## src/rtl/ark_pkg.sv

```systemverilog
// Shared types for the sequential ALU: opcode and FSM state encodings.
package ark_pkg;

    localparam int ALU_OP_W = 3;

    typedef enum logic [ALU_OP_W-1:0] {
        ALU_ADD = 3'd0,
        ALU_SUB = 3'd1,
        ALU_AND = 3'd2,
        ALU_OR  = 3'd3,
        ALU_XOR = 3'd4,
        ALU_SHL = 3'd5,
        ALU_SHR = 3'd6,
        ALU_MUL = 3'd7
    } alu_op_t;

    typedef enum logic [1:0] {
        IDLE = 2'd0,
        MUL  = 2'd1,
        WB   = 2'd2
    } seq_alu_state_t;

endpackage

```

## src/rtl/seq_alu_if.sv

```systemverilog
// Request/result bundle between reg_file read ports, the ALU and the write-back port.
interface seq_alu_if
    import ark_pkg::*;
#(
    parameter int W = 8
);

    logic          Start;
    alu_op_t       Op;
    logic [W-1:0]  OpA;
    logic [W-1:0]  OpB;
    logic [1:0]    DestSel;
    logic          Busy;
    logic          Done;
    logic [W-1:0]  writeValue;
    logic [1:0]    RegWrite;
    logic          Carry;
    logic          Zero;

    modport master (
        output Start, Op, OpA, OpB, DestSel,
        input  Busy, Done, writeValue, RegWrite, Carry, Zero
    );

    modport slave (
        input  Start, Op, OpA, OpB, DestSel,
        output Busy, Done, writeValue, RegWrite, Carry, Zero
    );

endinterface

```

## src/rtl/seq_alu_mul.sv

```systemverilog
// Iterative shift-add multiplier: one partial product per i_step, o_last on the final step.
module seq_alu_mul #(
    parameter int W = 8
) (
    input  logic           i_clk,
    input  logic           i_rst_n,
    input  logic           i_start,
    input  logic           i_step,
    input  logic [W-1:0]   i_a,
    input  logic [W-1:0]   i_b,
    output logic           o_last,
    output logic [2*W-1:0] o_acc_nxt
);

    localparam int CNT_W = (W > 1) ? $clog2(W) : 1;

    logic [W-1:0]     r_a;
    logic [W-1:0]     r_b;
    logic [CNT_W-1:0] r_cnt;
    logic [2*W-1:0]   r_acc;
    logic [2*W-1:0]   w_addend;

    // o_acc_nxt includes the current step so the top can latch the product on the last edge.
    assign w_addend  = (2*W)'(r_a) << r_cnt;
    assign o_acc_nxt = r_b[r_cnt] ? (r_acc + w_addend) : r_acc;
    assign o_last    = i_step && (r_cnt == CNT_W'(W - 1));

    always_ff @(posedge i_clk or negedge i_rst_n) begin
        if (!i_rst_n) begin
            r_a   <= '0;
            r_b   <= '0;
            r_cnt <= '0;
            r_acc <= '0;
        end else if (i_start) begin
            r_a   <= i_a;
            r_b   <= i_b;
            r_cnt <= '0;
            r_acc <= '0;
        end else if (i_step) begin
            r_acc <= o_acc_nxt;
            r_cnt <= r_cnt + CNT_W'(1);
        end
    end

endmodule

```

## src/rtl/seq_alu.sv

```systemverilog
// Multi-cycle ALU feeding reg_file write-back; Start/Busy/Done handshake.
// SEQ_ALU_MUL_EN: enables the MUL state and shift-add multiplier; otherwise Op=7 is a suppressed write.
module seq_alu
    import ark_pkg::*;
#(
    parameter int W = 8
) (
    input  logic     CLK,
    input  logic     Reset_n,
    seq_alu_if.slave bus
);

    seq_alu_state_t r_state;
    seq_alu_state_t w_state_nxt;

    logic [W-1:0]   r_result;
    logic [1:0]     r_reg_write;
    logic           r_carry;
    logic           r_zero;

    logic           w_accept;
    logic [W-1:0]   w_res;
    logic           w_carry;
    logic           w_busy;
    logic           w_done;

    assign w_accept = (r_state == IDLE) && bus.Start;

    // NOTE: every combinational output gets a default first so no latch is inferred.
    always_comb begin
        w_res   = '0;
        w_carry = 1'b0;
        case (bus.Op)
            ALU_ADD: {w_carry, w_res} = {1'b0, bus.OpA} + {1'b0, bus.OpB};
            ALU_SUB: begin
                w_res   = bus.OpA - bus.OpB;
                w_carry = (bus.OpA < bus.OpB);
            end
            ALU_AND: w_res = bus.OpA & bus.OpB;
            ALU_OR:  w_res = bus.OpA | bus.OpB;
            ALU_XOR: w_res = bus.OpA ^ bus.OpB;
            ALU_SHL: begin
                w_res   = {bus.OpA[W-2:0], 1'b0};
                w_carry = bus.OpA[W-1];
            end
            ALU_SHR: begin
                w_res   = {1'b0, bus.OpA[W-1:1]};
                w_carry = bus.OpA[0];
            end
            default: begin
                w_res   = '0;
                w_carry = 1'b0;
            end
        endcase
    end

`ifdef SEQ_ALU_MUL_EN
    logic [1:0]     r_dest;
    logic           w_mul_last;
    logic [2*W-1:0] w_mul_acc;

    seq_alu_mul #(.W(W)) u_mul (
        .i_clk     (CLK),
        .i_rst_n   (Reset_n),
        .i_start   (w_accept && (bus.Op == ALU_MUL)),
        .i_step    (r_state == MUL),
        .i_a       (bus.OpA),
        .i_b       (bus.OpB),
        .o_last    (w_mul_last),
        .o_acc_nxt (w_mul_acc)
    );
`endif

    always_ff @(posedge CLK or negedge Reset_n) begin
        if (!Reset_n) begin
            r_state <= IDLE;
        end else begin
            r_state <= w_state_nxt;
        end
    end

    always_comb begin
        w_state_nxt = r_state;
        case (r_state)
            IDLE: begin
                if (bus.Start) begin
`ifdef SEQ_ALU_MUL_EN
                    w_state_nxt = (bus.Op == ALU_MUL) ? MUL : WB;
`else
                    w_state_nxt = WB;
`endif
                end
            end
            MUL: begin
`ifdef SEQ_ALU_MUL_EN
                if (w_mul_last) begin
                    w_state_nxt = WB;
                end
`else
                w_state_nxt = IDLE;
`endif
            end
            WB:      w_state_nxt = IDLE;
            default: w_state_nxt = IDLE;
        endcase
    end

    always_comb begin
        w_busy = (r_state != IDLE);
        w_done = (r_state == WB);
    end

    // NOTE: sequential state uses non-blocking assignments only; RegWrite defaults low every edge.
    always_ff @(posedge CLK or negedge Reset_n) begin
        if (!Reset_n) begin
            r_result    <= '0;
            r_reg_write <= '0;
            r_carry     <= 1'b0;
            r_zero      <= 1'b0;
`ifdef SEQ_ALU_MUL_EN
            r_dest      <= '0;
`endif
        end else begin
            r_reg_write <= '0;
            if (w_accept) begin
                if (bus.Op != ALU_MUL) begin
                    r_result    <= w_res;
                    r_carry     <= w_carry;
                    r_zero      <= (w_res == '0);
                    r_reg_write <= bus.DestSel;
                end else begin
`ifdef SEQ_ALU_MUL_EN
                    r_dest      <= bus.DestSel;
`else
                    r_result    <= '0;
                    r_carry     <= 1'b0;
                    r_zero      <= 1'b1;
`endif
                end
            end
`ifdef SEQ_ALU_MUL_EN
            if ((r_state == MUL) && w_mul_last) begin
                r_result    <= w_mul_acc[W-1:0];
                r_carry     <= |w_mul_acc[2*W-1:W];
                r_zero      <= (w_mul_acc[W-1:0] == '0);
                r_reg_write <= r_dest;
            end
`endif
        end
    end

    assign bus.Busy       = w_busy;
    assign bus.Done       = w_done;
    assign bus.writeValue = r_result;
    assign bus.RegWrite   = r_reg_write;
    assign bus.Carry      = r_carry;
    assign bus.Zero       = r_zero;

endmodule

```

## src/flat_wrapper.sv

```systemverilog
// flat-port wrapper written by rule: the top's interface ports become plain ports
module seq_alu_flat import ark_pkg::*;
#(
    parameter int W = 8
)
  (CLK, Reset_n, bus_Start, bus_Op, bus_OpA, bus_OpB, bus_DestSel, bus_Busy, bus_Done, bus_writeValue, bus_RegWrite, bus_Carry, bus_Zero);
  seq_alu_if #(.W(W)) bus_i ();
  input  logic CLK;
  input  logic Reset_n;
  input wire logic [$bits(bus_i.Start)-1:0] bus_Start;
  input wire logic [$bits(bus_i.Op)-1:0] bus_Op;
  input wire logic [$bits(bus_i.OpA)-1:0] bus_OpA;
  input wire logic [$bits(bus_i.OpB)-1:0] bus_OpB;
  input wire logic [$bits(bus_i.DestSel)-1:0] bus_DestSel;
  output wire logic [$bits(bus_i.Busy)-1:0] bus_Busy;
  output wire logic [$bits(bus_i.Done)-1:0] bus_Done;
  output wire logic [$bits(bus_i.writeValue)-1:0] bus_writeValue;
  output wire logic [$bits(bus_i.RegWrite)-1:0] bus_RegWrite;
  output wire logic [$bits(bus_i.Carry)-1:0] bus_Carry;
  output wire logic [$bits(bus_i.Zero)-1:0] bus_Zero;
  assign bus_i.Start = bus_Start;
  assign bus_i.Op = bus_Op;
  assign bus_i.OpA = bus_OpA;
  assign bus_i.OpB = bus_OpB;
  assign bus_i.DestSel = bus_DestSel;
  assign bus_Busy = bus_i.Busy;
  assign bus_Done = bus_i.Done;
  assign bus_writeValue = bus_i.writeValue;
  assign bus_RegWrite = bus_i.RegWrite;
  assign bus_Carry = bus_i.Carry;
  assign bus_Zero = bus_i.Zero;
  seq_alu #(.W(W)) u_core (.CLK(CLK), .Reset_n(Reset_n), .bus(bus_i));
endmodule
```

## config.mk

```make
export PLATFORM = sky130hd
export DESIGN_NAME = seq_alu_flat
export DESIGN_NICKNAME = d
export VERILOG_FILES = /design/src/rtl/ark_pkg.sv /design/src/rtl/seq_alu_if.sv /design/src/rtl/seq_alu_mul.sv /design/src/rtl/seq_alu.sv /design/src/flat_wrapper.sv
export SDC_FILE = /design/constraint.sdc
export NUM_CORES = 1
export LEC_CHECK = 0
export CORE_ASPECT_RATIO = 1.4
export CORE_MARGIN = 4
export CORE_UTILIZATION = 35
export DETAILED_ROUTE_END_ITERATION = 12
export MAX_ROUTING_LAYER = met4
export PLACE_DENSITY = 0.68
export RECOVER_POWER = 25
export SLEW_MARGIN = 15
export SYNTH_ARGS = -nofsm -noshare
export SYNTH_HDL_FRONTEND = slang
export SYNTH_SLANG_ARGS = --single-unit
```

## constraint.sdc

```tcl
create_clock -name CLK -period 1.9 [get_ports CLK]
set_input_delay 0.19 -clock CLK [delete_from_list [all_inputs] [get_ports CLK]]
set_output_delay 0.19 -clock CLK [all_outputs]
set_load 0.03 [all_outputs]
```

==> flow_summary_export.csv <==
group,metric,value,unit
run_status,status,"finished with violations",
run_status,failed_checks,"negative setup slack",
yosys,avgSynthCellArea,8.35,um2
yosys,ys_top_cells_by_area,"dfrtp_1 18%, ha_1 16%, inv_1 4.5%",
sta,period_share,119,%
yosys,synth-edff-count,0,
sta,worstMarginPinSlew,0.562,ns
global_routing,grt_pass1_wl,9620,um
setup_path,critPathCaptureType,"flop",
clock_network,cts_root_buf,"clkbuf_8",
clock_network,hold_buffers,0,
sta,finalSetupViolations,2,
detailed_routing,detail_route.wl_per_cell,15.9,um
sta,report.final.slew_viol_count,0,
pwr,pwr_density_cell,478,nW/um2
floorplanning,row_count,30,
yosys,yosys_warnings,0,
yosys,ys.flop_type,"dfrtp_1",
global_routing,grt_pass1_vias,2113,
setup_path,path_cells,"buf_12 > inv_12 > ha_4 > fa_2 > inv_2 > mux4_2 > mux2i_2 > nand3b_1 > or4_1 > o32ai_2",
detailed_routing,viasPerCell,5.40,
yosys,ys_types,56,
sta,whs,0.381,ns
detailed_routing,drt-total-wl,6340,um
yosys,yosys.area.top_type,"dfrtp_1",
placed_design,dp_hpwl,4660,um
yosys,syn_area,1830,um2
detailed_routing,post-route-drc-count,0,
final_layout,antennaDiodeCount,0,
final_layout,multi_input_area,1670,um2
pwr,p_total,0.00159,W
global_routing,use_met2,34.9,%
yosys,synth_top_area_share,17.8,%
setup_path,cp.buffers_inverters,3,
setup_path,crit_type,"input pin to flop",
setup_path,critPathMaxFanout,2,
setup_path,critical_path.startpoint_type,"input pin",
yosys,ys_async_sr_fraction,100,%
clock_network,numClockSinks,13,
pwr,vdd_drop_max,0.197,mV
placed_design,io_buffer_count,37,
yosys,synth_nets,269,
sta,rsz0062_at_grt,"yes",
sta,fmax,0.443,GHz
sta,clock_skew,0.00211,ns
setup_path,cp_slowest_cell,"fa_2",
flow_run,maxCapViolations,0,
placed_design,gp_congestion,0.917,
final_layout,register_area,325,um2
yosys,synth-seq-cells,13,
pwr,leakage,1.50,nW
global_routing,antenna_found_initial,0,
setup_path,r2r_cells,6,
setup_path,cp_top_family,"adder cells",
floorplanning,die_width,69.1,um
detailed_routing,drt_pass1_iterations,4,
clock_network,clockBufferDepth,2,
yosys,netlist_instances,219,
global_routing,met3_usage,1.94,%
sta,relSlewSlack,62.4,%
setup_path,arrival,2.41,ns
final_layout,layout.nets,385,
detailed_routing,drtIter0Drc,115,
detailed_routing,vias,2151,
floorplanning,start_util,36.9,%
setup_path,slowest_delay,0.56,ns
floorplanning,io_pins,38,
sta,setup_slack,-0.358,ns
global_routing,grt_max_degree,14,
setup_path,path_depth,10,
final_layout,area_growth,81.5,%
hold_path,hp-class,"input pin to asynchronous set/reset pin",
floorplanning,die_y,93.5,um
clock_network,htreeDepth,1,
global_routing,overflow,0,
floorplanning,dieArea,6460,um2
global_routing,grt_use_met1,20.1,%
setup_path,required,2.05,ns
floorplanning,core,4950,um2
global_routing,track_usage,18.7,%
detailed_routing,ant_nets,0,
final_layout,drive_gt1_share,50.0,%
clock_network,cts_tree,"built",
global_routing,top_usage_layer,"met2",
sta,period_needed,2.26,ns
clock_network,path_clk_slew,0.05,ns
yosys,ys_seq_area_share,17.8,%
clock_network,clock_latency,0.24,ns
final_layout,fill_cells,395,
sta,finalHoldViolCount,0,
clock_network,numCtsBuffers,3,
-- final timing paths --
| kind | start | end | slack, ns |
|---|---|---|---|
| max | bus_OpA[0] | u_core.bus.Zero$_DFFE_PN0P_ | -0.36 |
| min | Reset_n | u_core.r_state[1]$_DFFE_PN0P_ | 0.38 |
| max reg2reg | u_core.r_state[1]$_DFFE_PN0P_ | u_core.bus.Zero$_DFFE_PN0P_ | 0.31 |
| min reg2reg | u_core.bus.writeValue[6]$_DFFE_PN0P_ | u_core.bus.writeValue[6]$_DFFE_PN0P_ | 0.48 |
| max in group asynchronous | Reset_n | u_core.bus.writeValue[4]$_DFFE_PN0P_ | 1.15 |
| min in group CLK | u_core.bus.writeValue[6]$_DFFE_PN0P_ | u_core.bus.writeValue[6]$_DFFE_PN0P_ | 0.48 |
-- synth_stat cells (3+ instances only) --
cell,instances
inv_1,22
a21oi_1,11
dfrtp_1,13
ha_1,24
o2bb2ai_1,3
mux2_2,3
o31ai_1,3
o211ai_1,6
buf_4,5
o221ai_1,3
buf_2,4
a221oi_1,3
nand2b_1,4
o21ai_0,10
nand2_1,15
a21o_1,3
mux2i_1,5
a2bb2oi_1,3
xnor2_1,4
o22ai_1,4
o21bai_1,3
and3_1,4
a211oi_1,5
a22o_1,3
nor2_1,10
nor2b_1,7
-- logic make-up after synthesis --
family                   synth area share (%)
XOR/XNOR                                 2.87
AO/OA/AOI/OAI                            28.8
buffers and inverters                    9.51
flip-flops                               17.8
multiplexers                             5.81
adder cells (fa/ha/maj)                  18.6
AND/OR/NAND/NOR                          16.6
-- placed cells by master (no fill, tap or decap), types with 3 or more instances in the layout --
cell type | netlist | layout
a21o_1 | 3 | 3
a21oi_1 | 11 | 9
a22o_1 | 3 | 3
and3_1 | 4 | 4
buf_4 | 5 | 76
buf_6 | 2 | 12
clkbuf_2 | 0 | 4
clkbuf_8 | 0 | 3
clkdlybuf4s50_1 | 0 | 23
dfrtp_1 | 13 | 13
ha_1 | 24 | 10
ha_2 | 0 | 5
ha_4 | 0 | 9
inv_1 | 22 | 11
inv_2 | 0 | 10
mux2i_1 | 5 | 4
nand2_1 | 15 | 14
nand2b_1 | 4 | 4
nor2_1 | 10 | 10
nor2b_1 | 7 | 6
o211ai_1 | 6 | 6
o21ai_0 | 10 | 5
o21ai_2 | 0 | 3
o221ai_1 | 3 | 3
o2bb2ai_1 | 3 | 3
o31ai_1 | 3 | 3
xnor2_1 | 4 | 3
-- registers in the layout, indices dropped and copies added, names as in the netlist --
register               flops
u_core.bus.RegWrite        2
u_core.bus.Carry           1
u_core.bus.Zero            1
u_core.r_state             1
u_core.bus.writeValue      8
-- stage by stage --
step	setup TNS (ns)	instances	area [um2]	setup slack [ns]	util [%]
CTS	-0.815	390	3100	-0.538	62.6
detailed placement	-6.67	380	2800	-1.11	56.6
global route	-0.622	398	3320	-0.445	67.0
global placement	-6.33	380	2800	-1.03	56.6
floorplan	-0.350	219	1880	-0.350	-
finish	-0.395	398	3320	-0.358	67.0
-- area by class of cell --
class	count	area share, %
multi-input combinational	170	50.2
timing repair buffer	124	33.2
sequential	13	9.80
inverter	23	2.98
tap	64	2.41
clock buffer	4	1.36
-- metal layers --
metal / part of all wire, % / wire length (um) / vias up
met5: 0 / 0 / -
met3: 4.4 / 278 / 18
met1: 38 / 2390 / 1021
met4: 3.0 / 192 / 0
li1: - / - / 1033
met2: 55 / 3480 / 79
-- power breakdown --
| part | switching [W] | internal (W) | total [W] |
|---|---|---|---|
| Clock | 0.0000924 | 0.000148 | 0.000240 |
| Sequential | 0.0000198 | 0.000319 | 0.000339 |
| Combinational | 0.000483 | 0.000527 | 0.00101 |
| Total | 0.000595 | 0.000993 | 0.00159 |
-- what timing repair did --
item,CTS,global route
pin swaps,19,36
cloned,1,1
setup endpoints to repair,9,8
setup buffers,5,10
gates resized for setup,64,62
(Power assumes the default switching activity.)
